### src/rtl/lsu_bram_port.sv
// lsu_bram_port: single-outstanding RV32 load/store initiator for a read-first BRAM byte-enable port.
module lsu_bram_port #(
  parameter int ADDR_WIDTH = 15,
  parameter int NUM_COL = 4,
  parameter int COL_WIDTH = 8,
  parameter int DATA_WIDTH = NUM_COL * COL_WIDTH
) (
  input  logic                  clk,
  input  logic                  rst,
  input  logic                  req_valid,
  output logic                  req_ready,
  input  logic                  req_we,
  input  logic [2:0]            req_funct3,
  input  logic [31:0]           req_addr,
  input  logic [31:0]           req_wdata,
  output logic                  resp_valid,
  output logic [31:0]           resp_rdata,
  output logic                  resp_err,
  output logic                  mem_en,
  output logic [NUM_COL-1:0]    mem_we,
  output logic [ADDR_WIDTH-1:0] mem_addr,
  output logic [DATA_WIDTH-1:0] mem_din,
  input  logic [DATA_WIDTH-1:0] mem_dout
);
  typedef enum logic [1:0] {IDLE, ACCESS, WAIT, RESP} state_t;
  state_t state, state_nxt;
  logic we_q;
  logic [2:0] f3_q;
  logic [1:0] off_q;
  logic accept, err, bad_f3, misaligned, out_of_range;
  logic [NUM_COL-1:0] we_mask;
  logic [DATA_WIDTH-1:0] din_rep;
  logic [7:0] byte_sel;
  logic [15:0] half_sel;
  logic [31:0] load_data;
  assign req_ready = state == IDLE && !rst;
  assign accept = req_valid && req_ready;
  assign bad_f3 = req_we ? req_funct3 > 3'd2 : req_funct3 == 3'd3 || req_funct3 == 3'd6 || req_funct3 == 3'd7;
  assign misaligned = (req_funct3[1:0] == 2'd1 && req_addr[0]) || (req_funct3[1:0] == 2'd2 && req_addr[1:0] != 2'd0);
  assign out_of_range = |req_addr[31:ADDR_WIDTH+2];
  assign err = bad_f3 || misaligned || out_of_range;
  assign we_mask = req_funct3[1] ? 4'b1111 : req_funct3[0] ? 4'b0011 << req_addr[1:0] : 4'b0001 << req_addr[1:0];
  assign din_rep = req_funct3[1] ? req_wdata : req_funct3[0] ? {2{req_wdata[15:0]}} : {4{req_wdata[7:0]}};
  assign byte_sel = mem_dout[{off_q, 3'b000} +: 8];
  assign half_sel = mem_dout[{off_q[1], 4'b0000} +: 16];
  // Stores respond with zero; the read-first word seen during a store is discarded.
  assign load_data = we_q ? 32'd0 :
                     f3_q == 3'd0 ? {{24{byte_sel[7]}}, byte_sel} :
                     f3_q == 3'd4 ? {24'd0, byte_sel} :
                     f3_q == 3'd1 ? {{16{half_sel[15]}}, half_sel} :
                     f3_q == 3'd5 ? {16'd0, half_sel} : mem_dout;
  always_comb begin
    state_nxt = state;
    state_nxt = state == IDLE ? (accept ? (err ? RESP : ACCESS) : IDLE) :
                state == ACCESS ? WAIT :
                state == WAIT ? RESP : IDLE;
  end
  always_ff @(posedge clk) begin
    if (rst) begin
      state <= IDLE;
      we_q <= 1'b0;
      f3_q <= 3'd0;
      off_q <= 2'd0;
      mem_en <= 1'b0;
      mem_we <= '0;
      mem_addr <= '0;
      mem_din <= '0;
      resp_valid <= 1'b0;
      resp_rdata <= 32'd0;
      resp_err <= 1'b0;
    end else begin
      state <= state_nxt;
      mem_en <= 1'b0;
      mem_we <= '0;
      resp_valid <= 1'b0;
      if (accept) begin
        we_q <= req_we;
        f3_q <= req_funct3;
        off_q <= req_addr[1:0];
        if (err) begin
          resp_valid <= 1'b1;
          resp_err <= 1'b1;
          resp_rdata <= 32'd0;
        end else begin
          mem_en <= 1'b1;
          mem_addr <= req_addr[ADDR_WIDTH+1:2];
          mem_we <= req_we ? we_mask : '0;
          if (req_we) mem_din <= din_rep;
        end
      end
      if (state == WAIT) begin
        resp_valid <= 1'b1;
        resp_err <= 1'b0;
        resp_rdata <= load_data;
      end
    end
  end
endmodule

### config.mk
export PLATFORM = sky130hd
export DESIGN_NAME = lsu_bram_port
export DESIGN_NICKNAME = d
export VERILOG_FILES = /design/src/rtl/lsu_bram_port.sv
export SDC_FILE = /design/constraint.sdc
export NUM_CORES = 1
export LEC_CHECK = 0
export BUFFER_PORTS_ARGS = -buffer_cell sky130_fd_sc_hd__buf_2
export CAP_MARGIN = 20
export CORE_MARGIN = 3
export CORE_UTILIZATION = 49
export DETAILED_ROUTE_END_ITERATION = 8
export PLACE_DENSITY = 0.8
export SYNTH_ARGS = -nofsm -noshare
export SYNTH_HDL_FRONTEND = slang
export SYNTH_SLANG_ARGS = --single-unit
export TNS_END_PERCENT = 5
### constraint.sdc
create_clock -name clk -period 2.1 [get_ports clk]
set_clock_uncertainty 0.15 [all_clocks]
set_input_delay 0.315 -clock clk [delete_from_list [all_inputs] [get_ports clk]]
set_output_delay 0.315 -clock clk [all_outputs]
set_load 0.005 [all_outputs]
[After elaboration in Yosys (flattened, before gate mapping)]
Index checks and enable logic that the tools add are counted.
Word-level totals
  word-level logic and storage cells: 74
  bits in registers: 94
  bits of input ports: 103
  output and inout bits: 87
Cells by class
  shift-type cells: 4
  reduce and logical (&&, ||, !) cells: 23
  order comparisons: 1
  bitwise operators: 3
  mux-type cells: 22
  eq/ne operators: 10
Operator list (count)
  two-way mux 32 bit: 10
  indexed part select 32 x 6 -> 16 bit: 1
  indexed part select 32 x 6 -> 8 bit: 1
  OR reduction 15 bit: 1
  == test 3 bit (second input constant): 4
  two-way mux 2 bit: 5
  two-way mux 4 bit: 2
  AND reduction 2 bit: 3
  nonzero test 2 bit: 3
  logical OR 1 bit: 5
  two-way mux 1 bit: 5
  == test 2 x 1 -> 1 bit (second input constant): 2
  == test 2 bit (second input constant): 2
  logical AND 1 bit: 4
  OR reduction 2 bit: 2
  OR reduction 4 bit: 1
  left shift 1 x 2 -> 4 bit (first input constant): 1
  left shift 2 x 2 -> 4 bit (first input constant): 1
  == test 3 x 1 -> 1 bit (second input constant): 1
  == test 3 x 2 -> 1 bit (second input constant): 1
  greater-than comparator 3 x 2 -> 1 bit (second input constant): 1
  zero test 3 bit: 1
  NOT 1 bit: 3
  AND reduction 3 bit: 1
  2 further kinds: 2

[Longest topological paths before layout]
  depth after elaboration: 9
  depth in mapped cells: 9

[Least setup slack after synthesis]
Ideal clock, no wire load.
  kind: input to register
  from: input port req_addr[0]
  to: register mem_addr[0]
  path buffers: 1
  data required time: 1829 ps
  arrival: 1674 ps
  slack: 155 ps
  stages: 5
  cell sequence: buf_6 o31ai_2 nand3_4 nor3_4 mux2_4
On the way
  cells in the longest elaborated chain, start to end: 7
  elaborated cells between the ends (all ways): 8
Ends and longest elaborated chain
  start, declared: line 14  | input logic [31:0] req_addr,
  nonzero test 2 bit: line 39  | assign misaligned = (req_funct3[1:0] == 2'd1 && req_addr[0]) || (req_funct3[1:0] == 2'd2 && req_addr[1:0] != 2 ...
  logical AND 1 bit: line 39
  logical OR 1 bit (*): line 39
  logical OR 1 bit (*) (2 in a row): line 41  | assign err = bad_f3 || misaligned || out_of_range;
  NOT 1 bit (no line) (*)
  AND reduction 2 bit (no line) (*)
  end signal, assigned: line 86  | mem_addr <= req_addr[ADDR_WIDTH+1:2];
  end, declared: line 21  | output logic [ADDR_WIDTH-1:0] mem_addr,
Every way passes the cells marked *; elsewhere a longest branch is shown, timed or not.
A chain may end at the register's enable or synchronous reset.

[Worst setup path after layout]
  from: register state[0]
  to: register mem_addr[7]
On the way
  cells in the longest elaborated chain, start to end: 4
Ends and longest elaborated chain
  start, declared: line 26  | state_t state, state_nxt;
  start signal, assigned: line 72  | state <= state_nxt;
  zero test 2 bit: line 36  | assign req_ready = state == IDLE && !rst;
  logical AND 1 bit: line 36
  logical AND 1 bit: line 37  | assign accept = req_valid && req_ready;
  AND reduction 2 bit (no line)
Every way passes these cells.

==> flow_summary.yaml <==
outcome:
  outcome: "complete, no violations"
clock_network:
  clockBufferDepth: 2
  root_buffer: "clkbuf_8"
  path_clk_slew_ns: 0.10
  cts_buffers: 9
  cts_num_sinks: 94
  clock_latency_ns: 0.35
  cts_tree: "done"
  h-tree-depth: 3
timing:
  hold_violations: 0
  holdWs_ns: 0.0292
  rsz0062_at_grt: "no"
  setup_viol: 0
  tightest_slew_ns: 1.03
  fin_crit_sh: 0.930
  fmax_mhz: 512
  finalCriticalPeriod_ns: 1.95
  drv_slew: 0
  maxSlewHeadroom: 0.312
global_routing:
  first_global_vias: 4585
  grtUsageTotal: 0.260
  gr-total-overflow: 0
  grt_pass1_wl_um: 22000
  antenna_found_initial: 1
  grt_max_degree: 34
floorplanning:
  fp.coreArea_sq_um: 8980
  start_util: 0.517
  num_io_pins: 190
  die-area_sq_um: 10700
  die_h_um: 103
  rows: 34
  die_w_um: 103
logic_synthesis:
  yosysTopAreaCellShare: 0.405
  ys_top_cells_by_area: "dfxtp_1, mux2i_1, o22ai_1, a21oi_1, nand2_1"
  ys_ff_latch: 94
  netlist_instances: 509
  ys_types: 49
  yosys_warnings: 0
  syn_nets: 614
  netlist_top_cells_count: "dfxtp_1, nand2_1, a21oi_1, o22ai_1, clkbuf_1"
  yosysTopAreaCell: "dfxtp_1"
  yosysMostFrequentCell: "dfxtp_1"
  ys_dominant_reg_cell: "dfxtp_1"
  async_flop_share: 0
  synth_seq_area_share: 0.405
  avgSynthCellArea_sq_um: 9.12
  synth_edf_count: 0
  synth_area_sq_um: 4640
placed_design:
  gp_congestion: 0.945
  port_buffers: 189
  postPlaceCellArea_sq_um: 5810
  hpwl_um: 10800
drt:
  drc_errors: 0
  wirelength_um: 14500
  post_drt_wl_per_cell_um: 17.7
  firstDrtPassIters: 5
  viasPerCell: 5.88
  drt_iter0_markers: 273
  ant_nets: 0
  via_count: 4843
finish:
  regArea_sq_um: 1880
  nFillCells: 750
  multi_input_area_sq_um: 2480
  drive_gt1_frac: 0.386
  num-nets-final: 796
  area_growth_syn_to_layout_pct: 31.1
  final_area_sq_um: 6080
min_path:
  hp-class: "in -> reg"
pwr:
  sw_frac_of_total: 0.261
  ir_worst_vdd_mv: 0.394
  p_int_uw: 3040
  pwr-share-seq: 0.453
  leakagePower_uw: 0.00268
  p_clk_frac: 0.385
  switchingPower_uw: 1070
  power_density_nw_per_um2: 676
  combPwrFrac: 0.162
critical_path:
  path_class: "reg -> reg"
  critPathCaptureType: "register"
  required_ns: 2.20
  critical_path.max_stage_delay_ns: 0.31
  cp_max_fo: 12
  path_cells: "inv_1 > ha_1 > nor2b_1 > nand2_1 > buf_4 > nor3_4 > buf_12 > mux2_4"
  cp.arrival_ns: 2.05
  start_kind: "register"
  slowest_stage: "dfxtp_1"
run:
  cap_viol_max_count: 0
-- layout make-up --
| cell class | count | share of cell area |
|---|---|---|
| Timing Repair Buffer | 223 | 0.204 |
| Sequential cell | 94 | 0.309 |
| Tap cell | 126 | 0.0259 |
| Clock inverter | 7 | 0.0234 |
| Antenna cell | 1 | 0.000411 |
| Multi-Input combinational cell | 349 | 0.408 |
| Clock buffer | 9 | 0.0204 |
| Inverter | 14 | 0.00864 |
-- placed cells by master, fill, tap and decap left out, types with 9 or more instances in the layout --
| cell type | instances |
|---|---|
| buf_2 | 189 |
| dfxtp_1 | 94 |
| nand2_1 | 58 |
| a21oi_1 | 44 |
| o22ai_1 | 40 |
| buf_4 | 31 |
| mux2i_1 | 26 |
| o31ai_1 | 17 |
| nor2b_1 | 16 |
| a31oi_1 | 16 |
| nand4_1 | 16 |
| nor2_1 | 15 |
| inv_1 | 13 |
| o21ai_0 | 13 |
| clkbuf_8 | 9 |
-- cell families (layout without fill, tap and decap cells) --
family	after synthesis	after routing	synth area share
AOI/OAI and AO/OA	184	184	0.270
and+or+nand+nor	122	122	0.140
DFF	94	94	0.405
buffers and inverters	66	253	0.0617
muxes	41	41	0.118
adders and majority gates	2	2	0.00539
other	0	1	0
-- metal layers --
layer	global-route usage	wire length, um	vias up
met2	0.426	6900	300
met4	0.130	482	0
met3	0.0490	1440	40
li1	-	-	2293
met5	0	0	-
met1	0.328	5720	2210
-- path summary, 6_finish.rpt --
path	to	depth (start not counted)	slack, ns	start
worst min register to register	mem_din[29]	2	0.32	mem_din[29]
worst min-delay path	mem_addr[3]	2	0.03	req_addr[5]
worst max register to register	mem_addr[7]	8	0.15	state[0]
worst max-delay path	mem_addr[7]	8	0.15	state[0]
-- timing repair --
item | in CTS | in global routing
resized for setup | 0 | 1
endpoints found under the setup margin | 0 | 4
buffers inserted | 0 | 0
hold buffers | 0 | 0
-- sequential cells by signal, summed over array words and instances (netlist names) --
| signal | count |
|---|---|
| mem_addr | 15 |
| mem_en | 1 |
| off_q | 2 |
| f3_q | 3 |
| resp_rdata | 32 |
| we_q | 1 |
| mem_din | 32 |
| resp_valid | 1 |
| resp_err | 1 |
| mem_we | 4 |
| state | 2 |
-- critical path, delay by kind of cell, from the launching register on --
kind                       cells  cell delay [ns]
and+or+nand+nor                3             0.48
DFF                            1             0.31
buffers and inverters          3             0.45
muxes                          1             0.30
adders and majority gates      1             0.17
-- per-stage QoR --
step,TNS (ns),worst slack (ns),std cells,utilization,total power [uW]
2_1_floorplan,0,0.155,509,-,2270
3_3_place_gp,0,0.0636,806,0.647,2540
3_5_place_dp,-0.0750,-0.0750,806,0.647,2560
4_1_cts,0,0.107,822,0.677,4120
5_1_grt,0,0.0297,823,0.678,4260
6_report,0,0.147,823,0.678,4110
-- power by group through the flow --
stage               Clock (uW)  Sequential (uW)  Combinational [uW]
global route              1660             1870                 723
finish                    1580             1860                 666
detailed placement           0             1900                 656
global placement             0             1900                 639
CTS                       1600             1860                 660
floorplan                    0             1890                 376
(Power assumes the default switching activity.)
